===== src/rtl/hdb3_decoder.sv =====
// -----------------------------------------------------------------------------
// hdb3_decoder
//
// Decodes a ternary HDB3 line-symbol stream into NRZ data. Bipolar
// violations (V) are recognised by polarity repetition. Each V, together
// with the three decoded positions before it (the 000V / B00V substitution),
// is forced to zero. Line errors are flagged and counted.
//
// The decoded stream leaves through a 4-deep shift register. This gives a
// fixed latency of four enabled symbols, so a substituted B pulse can still
// be cancelled when its V arrives.
//
// Ports
//   i_clk        rising-edge clock
//   i_rst_n      asynchronous active-low reset
//   i_en         symbol strobe; one symbol consumed per enabled edge
//   i_hdb3_code  line symbol: 01 = +1, 10 = -1, 00 = 0, 11 = illegal
//   i_err_clr    synchronous clear of o_err_cnt (wins over increments)
//   o_data       decoded NRZ bit
//   o_valid      one-cycle strobe qualifying o_data
//   o_v_err      one-cycle pulse: two successive V's share a polarity
//   o_code_err   one-cycle pulse: illegal symbol or a fourth consecutive zero
//   o_err_cnt    saturating count of error pulses
// -----------------------------------------------------------------------------
module hdb3_decoder (
   input  logic        i_clk,
   input  logic        i_rst_n,
   input  logic        i_en,
   input  logic [1:0]  i_hdb3_code,
   input  logic        i_err_clr,
   output logic        o_data,
   output logic        o_valid,
   output logic        o_v_err,
   output logic        o_code_err,
   output logic [15:0] o_err_cnt
);

   typedef enum logic [1:0] {
      SYM_ZERO = 2'b00,
      SYM_POS  = 2'b01,
      SYM_NEG  = 2'b10,
      SYM_ILL  = 2'b11
   } sym_t;

   sym_t sym;
   assign sym = sym_t'(i_hdb3_code);

   // Line history; polarity is encoded as 1 = negative.
   logic       last_pol, have_pol;
   logic       v_pol, have_v;
   logic [3:0] sr;
   logic [1:0] zero_run;
   logic [2:0] fill;

   // Per-symbol classification and next-state values
   logic        is_zero, is_nz, is_ill, pol, is_v;
   logic        v_err_nxt, code_err_nxt;
   logic [1:0]  zero_run_nxt;
   logic [3:0]  sr_nxt;
   logic [1:0]  err_inc;
   logic [16:0] cnt_sum;
   logic [15:0] cnt_nxt;

   // NOTE: every signal gets a default at the top of the block. If any path
   // left a signal unassigned, synthesis would infer a latch for it.
   always_comb begin
      is_zero      = 1'b0;
      is_nz        = 1'b0;
      is_ill       = 1'b0;
      pol          = 1'b0;
      is_v         = 1'b0;
      v_err_nxt    = 1'b0;
      code_err_nxt = 1'b0;
      zero_run_nxt = 2'd0;
      sr_nxt       = sr;

      unique case (sym)
         SYM_ZERO: is_zero = 1'b1;
         SYM_POS:  is_nz   = 1'b1;
         SYM_NEG:  begin is_nz = 1'b1; pol = 1'b1; end
         SYM_ILL:  is_ill  = 1'b1;
         default:  is_ill  = 1'b1;
      endcase

      // A pulse that repeats the previous pulse polarity is a violation.
      is_v      = is_nz && have_pol && (pol == last_pol);
      // Consecutive violations must alternate polarity.
      v_err_nxt = is_v && have_v && (pol == v_pol);

      // The 2-bit run counter wraps from 3 to 0 on the fourth zero. The run
      // therefore restarts at the same moment the error is flagged.
      code_err_nxt = is_ill || (is_zero && (zero_run == 2'd3));
      zero_run_nxt = is_zero ? zero_run + 2'd1 : 2'd0;

      // A V clears itself and the three positions before it. Those positions
      // hold the stuffed 000 or B00 of the substitution.
      sr_nxt = is_v ? 4'b0000 : {sr[2:0], is_nz};
   end

   // At most one error pulse can arise per symbol. The adder still allows
   // for two, so the counter stays correct if the error sources ever overlap.
   assign err_inc = i_en ? ({1'b0, v_err_nxt} + {1'b0, code_err_nxt}) : 2'd0;
   assign cnt_sum = {1'b0, o_err_cnt} + {15'd0, err_inc};
   assign cnt_nxt = cnt_sum[16] ? 16'hFFFF : cnt_sum[15:0];

   // NOTE: state registers use non-blocking assignments, so every register
   // samples the pre-edge values regardless of statement order.
   always_ff @(posedge i_clk or negedge i_rst_n) begin
      if (!i_rst_n) begin
         sr         <= 4'b0000;
         o_data     <= 1'b0;
         o_valid    <= 1'b0;
         o_v_err    <= 1'b0;
         o_code_err <= 1'b0;
         o_err_cnt  <= 16'd0;
         last_pol   <= 1'b0;
         have_pol   <= 1'b0;
         v_pol      <= 1'b0;
         have_v     <= 1'b0;
         zero_run   <= 2'd0;
         fill       <= 3'd0;
      end else begin
         o_err_cnt  <= i_err_clr ? 16'd0 : cnt_nxt;

         // Strobes default low; they only rise on an enabled edge.
         o_valid    <= 1'b0;
         o_v_err    <= 1'b0;
         o_code_err <= 1'b0;

         if (i_en) begin
            o_data     <= sr[3];
            o_valid    <= (fill == 3'd4);
            o_v_err    <= v_err_nxt;
            o_code_err <= code_err_nxt;
            sr         <= sr_nxt;
            zero_run   <= zero_run_nxt;
            if (fill != 3'd4)
               fill <= fill + 3'd1;
            // Illegal symbols leave the polarity history untouched.
            if (is_nz) begin
               last_pol <= pol;
               have_pol <= 1'b1;
            end
            if (is_v) begin
               v_pol  <= pol;
               have_v <= 1'b1;
            end
         end
      end
   end

endmodule


===== config.mk =====
export PLATFORM = sky130hd
export DESIGN_NAME = hdb3_decoder
export DESIGN_NICKNAME = d
export VERILOG_FILES = /design/src/rtl/hdb3_decoder.sv
export SDC_FILE = /design/constraint.sdc
export NUM_CORES = 1
export LEC_CHECK = 0
export ABC_AREA = 1
export CAP_MARGIN = 20
export CORE_MARGIN = 1.5
export CORE_UTILIZATION = 35
export CTS_BUF_LIST = sky130_fd_sc_hd__clkbuf_8 sky130_fd_sc_hd__clkbuf_16
export DETAILED_ROUTE_END_ITERATION = 16
export DONT_BUFFER_PORTS = 1
export PLACE_DENSITY = 0.56
export SLEW_MARGIN = 20
export SYNTH_ARGS = -nofsm -noshare
export SYNTH_HDL_FRONTEND = slang
export SYNTH_SLANG_ARGS = --single-unit

===== constraint.sdc =====
create_clock -name i_clk -period 3.5 [get_ports i_clk]
set_input_delay 0.35 -clock i_clk [delete_from_list [all_inputs] [get_ports i_clk]]
set_output_delay 0.35 -clock i_clk [all_outputs]
set_load 0.005 [all_outputs]

Word-level counts from Yosys, hierarchy flattened
Index checks and enable logic that the tools add are counted.

cells by class
  $add $sub $neg = 4
  equal/unequal tests = 8
  mux-type cells = 12
  reduce and logical (&&, ||, !) cells = 11

operators with widths
  operator                                                                number
  16-bit 2-to-1 mux                                                       2
  16-bit by 2-bit adder with 17-bit output                                1
  1-bit 2-to-1 mux                                                        7
  2-bit equality test (second input constant)                             3
  2-bit AND reduction                                                     3
  1-bit logical AND                                                       5
  2-bit 2-to-1 mux                                                        2
  4-bit 2-to-1 mux                                                        1
  3-bit by 1-bit adder with 3-bit output (second input constant)          1
  3-bit equality test (second input constant)                             1
  3-bit inequality test (second input constant)                           1
  1-bit by 1-bit adder with 2-bit output                                  1
  2-bit by 1-bit adder with 2-bit output (second input constant)          1
  1-bit equality test                                                     2
  2-bit by 1-bit equality test with 1-bit output (second input constant)  1
  2-bit zero test                                                         1
  2-bit OR reduction                                                      1
  1-bit logical OR                                                        1

storage, ports and cells
  flip-flop bits (word level) = 33
  output and inout bits = 20

Depth between registers and ports, before layout
Gate-level depths: netlist of run 1.

  depth after elaboration = 12
  mapped depth = 20

Least setup slack after synthesis of run 1
Ideal clock, no wire load.

  kind = input -> register
  start point = input i_hdb3_code[0]
  end point = register o_err_cnt[11]
  data arrival time = 2.798 ns
  data required time = 3.437 ns
  path slack = 0.640 ns
  stages on the path = 19
  buffers on the path = 1
  cells stage by stage = inv_1 ha_1 inv_1 o211ai_1 nor2_1 ha_1 nand2_1 inv_1 ha_1 inv_1 fa_1 inv_1 nand3_2 nor2_4 nand4_4 buf_6 nand3_1 nand2_1 inv_1

between the ends
  elaborated cells on any way between the ends = 22

RTL lines
  what                                        RTL line  text
  start, declared                             29        input logic [1:0] i_hdb3_code,
  2-bit equality test *                       77        unique case (sym)
  1-bit 2-to-1 mux *                          77
  via pol                                     56        logic is_zero, is_nz, is_ill, pol, is_v;
  1-bit equality test                         86        is_v = is_nz && have_pol && (pol == last_pol);
  1-bit logical AND                           86
  1-bit logical AND                           88        v_err_nxt = is_v && have_v && (pol == v_pol);
  1-bit logical AND *                         88
  1-bit by 1-bit adder with 2-bit output *    102       assign err_inc = i_en ? ({1'b0, v_err_nxt} + {1'b0, code_err_nxt}) : 2'd0;
  2-bit 2-to-1 mux *                          102
  16-bit by 2-bit adder with 17-bit output *  103       assign cnt_sum = {1'b0, o_err_cnt} + {15'd0, err_inc};
  16-bit 2-to-1 mux *                         104       assign cnt_nxt = cnt_sum[16] ? 16'hFFFF : cnt_sum[15:0];
  16-bit 2-to-1 mux *                         123       o_err_cnt <= i_err_clr ? 16'd0 : cnt_nxt;
  end signal, assigned                        123
  end, declared                               35        output logic [15:0] o_err_cnt

Mark *: on every way through the listed nets, which the timed path passes. The rest lies on a longest branch.
A chain may end at the register's enable or synchronous reset.

Final worst setup path of run 1
  start point = input i_hdb3_code[0]
  end point = register o_err_cnt[9]

The elaborated chain is that of the path after synthesis.

==> metrics, run 1 <==
CTS clock-pin slew for the worst setup and hold paths=0.07 ns; Worst R2R End=o_err_cnt[9]; syn_nets=226; Nets=232; setup TNS=0 ns; R2R Path Start=last_pol; Fin Clk Skew=0.006997 ns; CP delay by family, top=adder cells; CTS Buf Count=5; Fmax=343.9 MHz; top cell type's share of synthesized area=0.4776; I/O Pins=26; Post-synth EDFFs=0; most numerous cell in the Yosys netlist=nand2_1; Layout area overhead=10.28%; Routed Antenna Nets=0; gp weighted congestion=0.8333; library cells used by synthesis=22; Via Count=1297; CP Launch Type=input port; CP cell instances=inv_1 -> ha_1 -> inv_1 -> o211ai_1 -> nor2_1 -> ha_1 -> nand2_1 -> inv_1 -> ha_1 -> inv_1 -> fa_1 -> inv_1 -> nand3_2 -> nor2_4 -> nand4_4 -> nand3_1 -> nand2_1 -> inv_1; data required time at the worst endpoint=3.72 ns; pin count of the biggest net entering global routing=34; max_slew headroom=0.7088; Crit Path Class=input port to flip-flop; first-pass GRT wire length=5602 um; diode count=0; RSZ-0062 raised after global routing=false; CP arrival=3.13 ns; fraction of final layout cells sized beyond drive strength 1=0.06452; actual slew at the worst max-slew pin=0.4349 ns; initial antenna violation count=0; hold endpoint=o_err_cnt[3]; Hold Startpoint=i_err_clr; clk sink count=33; top_reg_cell synth=dfrtp_1; CTS Root Cell=clkbuf_8; Die Ht=73.29 um; status=finished clean; Setup WS pre-CTS=0.3428 ns; post-CTS setup buffers=0; Worst Setup End Kind=flip-flop; Fin Hold WS=0.1233 ns; r2r worst-path depth=15; Skew-Pair Late Insertion Delay=0.28 ns; Worst path slowest cell=o211ai_1; Initial Util=0.3637; Avg Cell Area, Syn=8.234 um2; maximum vdd drop=0.2311 mV; Mapped Area=1729 um2; DRT Wirelength=3325 um; DR DRC count=0; top post-synthesis cells by area=dfrtp_1, nand2_1, inv_1; Clock Tree Buf Depth=2; core area=4755 um2; DR pass1 iterations=4; register area share after synthesis=0.4776; synth warn=0; CTS resizes=0; maxcap violations=0; initial DRC count=97; Die Wd=73.29 um; Rows=25; share of flip-flops with an asynchronous set or reset=1.000; CP most frequent cell=inv_1; Min-Delay Path Class=input port to flip-flop; vias per cell=4.567; Yosys reg bits=33; crit share post-route=0.8308; # setup viols final=0; fillers=503; post-cts hold buffer count=2; PnR worst setup slack=0.5922 ns; Port Buf Inserts=0; wire length per cell=11.71 um; sum of buffers and inverters on the critical path=6; Gate Count Post-Synth=210; Final Hold Vio Count=0; CTS tree=done; Final Slew Violations=0; DP HPWL=2326 um; gr usage total=0.1377; delay of the slowest cell on the worst path=0.40 ns; H-tree depth=2; reg2reg setup slack=0.64 ns; Pwr Total=0.8163 mW; cell leakage power=0.9733 nW; hold path cells=1; cell taking the most area after synthesis=dfrtp_1; Synth top cells by count=nand2_1, dfrtp_1, inv_1; crit-path max FO=15; post-layout util=0.4011; vias in the first global route=1244; P per Cell Area=428.1 nW/um2; Min Clock Period, post-route=2.908 ns; total global routing overflow=0; die area=5371 um2
[final cells by class]
class	instances	area (um2)	share of cell area
tap	67	83.83	0.04396
timing repair buffer	2	30.03	0.01575
sequential	33	825.8	0.4331
multi-input combinational	141	760.7	0.3990
inverter	33	123.9	0.06496
clock inverter	3	13.76	0.007218
clock buffer	5	68.82	0.03609
[worst register-to-register path, stage by stage (launching register included)]
cell	delay, ns
dfrtp_1	0.39
o211ai_1	0.38
nor2_1	0.09
ha_1	0.29
nand2_1	0.05
inv_1	0.04
ha_1	0.15
inv_1	0.05
fa_1	0.39
inv_1	0.11
nand3_2	0.11
nor2_4	0.21
nand4_4	0.25
nand3_1	0.17
nand2_1	0.06
inv_1	0.05
[kinds of logic (layout without fill, tap and decap cells)]
family,Yosys count,after routing,synth area share
and+or+nand+nor,101,101,0.2583
buffers and inverters,36,43,0.08249
DFF,33,33,0.4776
AOI/OAI and AO/OA,23,23,0.06947
adders and majority gates,10,10,0.07670
xor gates and xnor gates,7,7,0.03546
[through the flow]
step,instance area (um2),std cells
after global placement,1794,274
after floorplan,1729,210
after detailed placement,1794,274
final,1907,284
after CTS,1907,284
after global routing,1907,284
[state kept, by name, indices dropped and copies added, names as in the netlist, 2 cells and up]
signal and flops:
o_err_cnt 16, sr 4, fill 3, zero_run 2
[cell usage in the layout (no fill, tap or decap), types with 3 or more instances in the layout]
cell type,instances
xnor2_1,3
a21oi_1,12
inv_1,33
o21ai_0,8
ha_1,9
xor2_1,4
dfrtp_1,33
clkbuf_8,5
nor2_1,17
nand2_1,58
nand4_1,3
nand3_1,17
[report_power, final]
| group | switching [mW] | internal (mW) | total [mW] |
|---|---|---|---|
| Sequential | 0.0220 | 0.419 | 0.441 |
| Combinational | 0.0617 | 0.0434 | 0.105 |
| Clock | 0.136 | 0.135 | 0.270 |
| Total | 0.219 | 0.597 | 0.816 |
[worst max path at each step]
| stage | start | end | slack (ns) | cells after the start |
|---|---|---|---|---|
| floorplan | i_hdb3_code[0] | o_err_cnt[11] | 0.64 | 19 |
| global placement | i_hdb3_code[0] | o_err_cnt[15] | 0.43 | 18 |
| detailed placement | i_hdb3_code[0] | o_err_cnt[9] | 0.34 | 18 |
| CTS | i_hdb3_code[0] | o_err_cnt[9] | 0.59 | 18 |
| global route | i_hdb3_code[0] | o_err_cnt[14] | 0.37 | 18 |
| finish | i_hdb3_code[0] | o_err_cnt[9] | 0.59 | 18 |
[per-layer routing]
layer | vias to the layer above | wire length, um | track usage
li1 | 670 | - | -
met4 | 0 | 36 | 0.04938
met3 | 5 | 192 | 0.05213
met1 | 590 | 1484 | 0.1579
met2 | 32 | 1612 | 0.2343
met5 | - | 0 | 0
No activity file was read; power rests on OpenSTA's default activity.
==> inputs of run 2 (changes only) <==
--- a/config.mk
+++ b/config.mk
@@ -12,7 +12,7 @@
 export CTS_BUF_LIST = sky130_fd_sc_hd__clkbuf_8 sky130_fd_sc_hd__clkbuf_16
 export DETAILED_ROUTE_END_ITERATION = 16
 export DONT_BUFFER_PORTS = 1
-export PLACE_DENSITY = 0.56
+export PLACE_DENSITY = 0.58
 export SLEW_MARGIN = 20
 export SYNTH_ARGS = -nofsm -noshare
 export SYNTH_HDL_FRONTEND = slang
==> constraint.sdc (replaced) <==
create_clock -name i_clk -period 2.47 [get_ports i_clk]
set_input_delay 0.247 -clock i_clk [delete_from_list [all_inputs] [get_ports i_clk]]
set_output_delay 0.247 -clock i_clk [all_outputs]
set_load 0.005 [all_outputs]
==> run 2 against run 1 <==
Sequential cell count did not move. Count of clock-buffer cells in the layout rose by 1. Combinational power rose by 70%. The flow now finishes with violations (negative setup slack). Die area did not move. Clock skew fell by 0.0031 ns. Cell count rose by 5.3%.
==> metrics, run 2 (synthesis results as in run 1) <==
Layout area overhead=26.77%; Fin Clk Skew=0.003923 ns (-0.003074 ns); crit share post-route=1.009; top flop regs=o_err_cnt x16, sr x4, fill x3; DR pass1 iterations=4 (unchanged); Post-Layout Cell Count=299 (+5.3%); DR DRC count=0 (unchanged); final instance area=2192 um2 (+15%); core area=4755 um2 (unchanged); RSZ-0062 raised after global routing=true; gp weighted congestion=0.7842 (-5.9%); setup TNS=-0.05058 ns (-0.05058 ns); max_slew headroom=0.6941 (-0.01473); CP delay by family, top=adder cells; status=complete, but fails checks; DP HPWL=2480 um (+6.6%); sum of buffers and inverters on the critical path=5 (-1); I/O Pins=26 (unchanged); Pwr Total=1.345 mW (+65%); initial DRC count=73 (-25%); Min Clock Period, post-route=2.493 ns; Die Ht=73.29 um (unchanged); Final Hold Vio Count=0 (unchanged); H-tree depth=2 (unchanged); actual slew at the worst max-slew pin=0.4572 ns (+0.02232 ns); vias per cell=4.753 (+4.1%); Die Wd=73.29 um (unchanged); CP arrival=2.68 ns (-0.45 ns); wire length per cell=12.43 um (+6.2%); CP cell instances=o211ai_1 -> nor2_1 -> ha_1 -> nand2_1 -> inv_1 -> ha_2 -> inv_2 -> fa_2 -> inv_2 -> nand3_4 -> nor2_4 -> buf_6 -> nand3_2 -> nand2_1 -> nand3_1 -> nand2_1 -> inv_1; CTS tree=done; CTS Buf Count=5 (unchanged); CTS clock-pin slew for the worst setup and hold paths=0.07 ns (about the same); Initial Util=0.3637 (unchanged); Final Slew Violations=0 (unchanged); data required time at the worst endpoint=2.66 ns (-1.06 ns); # setup viols final=4 (+4); CP most frequent cell=nand2_1; post-cts hold buffer count=3 (+1); CTS Root Cell=clkbuf_8; DRT Wirelength=3716 um (+12%); P per Cell Area=613.4 nW/um2 (+43%); reg2reg setup slack=-0.02 ns (-0.66 ns); Port Buf Inserts=0 (unchanged); commonest non-fill, non-tap cells in the layout=nand2_1, dfrtp_1, inv_1, nor2_1, nand3_1; PnR worst setup slack=-0.02265 ns (-0.6149 ns); cell leakage power=1.089 nW (+12%); most common cell after layout, fill and taps aside=nand2_1; Rows=25 (unchanged); Hold Startpoint=i_err_clr; Worst path slowest cell=dfrtp_1; die area=5371 um2 (unchanged); Crit Path Class=flip-flop to flip-flop; Min-Delay Path Class=input port to flip-flop; Fmax=401.2 MHz; Worst R2R End=o_err_cnt[14]; fraction of final layout cells sized beyond drive strength 1=0.2284 (+0.1639); diode count=0 (unchanged); hold path cells=1 (unchanged); Placed Cells=284 (+3.6%); crit-path max FO=6 (-9); Skew-Pair Late Insertion Delay=0.29 ns (about the same); total global routing overflow=0 (unchanged); maxcap violations=0 (unchanged); gr usage total=0.1586 (+0.02088); fillers=465 (-7.6%); hold endpoint=o_err_cnt[7]; CP Launch Type=flip-flop; delay of the slowest cell on the worst path=0.41 ns (about the same); failing checks=negative setup slack; Worst Setup End Kind=flip-flop; Nets=247 (+6.5%); Top reg by flops=o_err_cnt; Clock Tree Buf Depth=2 (unchanged); first-pass GRT wire length=6465 um (+15%); clk sink count=33 (unchanged); Via Count=1421 (+9.6%); area post-placement=1924 um2 (+7.3%); Fin Hold WS=0.006353 ns (-0.1169 ns); pin count of the biggest net entering global routing=34 (unchanged); maximum vdd drop=0.3785 mV (+64%); initial antenna violation count=0 (unchanged); vias in the first global route=1399 (+12%); R2R Path Start=last_pol; number of flip-flops in the largest register=16 (unchanged); r2r worst-path depth=17 (+2); Routed Antenna Nets=0 (unchanged)
-- run 2: cell count changes in the layout (fill, tap and decap cells not counted), sizes merged --
cell | previous run | this run
nand4 | 4 | 5
dlygate4sd3 | 1 | 2
clkinvlp | 0 | 1
clkinv | 3 | 1
inv | 33 | 32
clkbuf | 5 | 6
buf | 1 | 14
bufinv | 0 | 1
-- run 2: what timing repair did --
action | in CTS | in global routing
setup endpoints to repair | 16 | 16
pin swaps | 9 | 6
endpoints found under the hold margin | 34 | 7
setup buffers | 2 | 1
resized for setup | 8 | 10
cloned | 1 | 0
-- run 2: final cells by class --
| cell class | instances | area [um2] | area share |
|---|---|---|---|
| multi-input combinational | 142 | 880.8 | 0.4018 |
| sequential | 33 | 825.8 | 0.3767 |
| timing repair buffer | 16 | 141.4 | 0.06450 |
| inverter | 33 | 140.1 | 0.06393 |
| tap | 67 | 83.83 | 0.03824 |
| clock buffer | 6 | 82.58 | 0.03767 |
| clock inverter | 2 | 37.54 | 0.01712 |
-- run 2: through the flow --
step                worst slack [ns]    util
floorplan                    -0.2068       -
global placement             -0.1288  0.4047
detailed placement           -0.1870  0.4047
CTS                         0.002325  0.4505
global route                 -0.1822  0.4611
finish                      -0.02265  0.4611
-- run 2: worst max-delay path by stage --
stage	end	start	depth (start not counted)	slack, ns
global placement	o_err_cnt[15]	i_hdb3_code[0]	18	-0.13
finish	o_err_cnt[14]	last_pol	17	-0.02
global route	o_err_cnt[14]	last_pol	17	-0.18
CTS	o_err_cnt[14]	last_pol	17	0.002
floorplan	o_err_cnt[5]	i_hdb3_code[0]	17	-0.21
detailed placement	o_err_cnt[9]	i_hdb3_code[0]	18	-0.19
-- run 2: per-layer routing --
metal  part of all wire  vias up  GRT usage
li1                   -      709          -
met5                  0        -          0
met4             0.0083        0    0.06173
met1               0.45      671     0.1919
met2               0.49       37     0.2667
met3              0.051        4    0.04527
-- run 2: where the power goes --
part	leakage, nW	internal (mW)	switching [mW]
clock	0.0574	0.328	0.210
combinational	0.596	0.0841	0.0942
sequential	0.435	0.593	0.0345
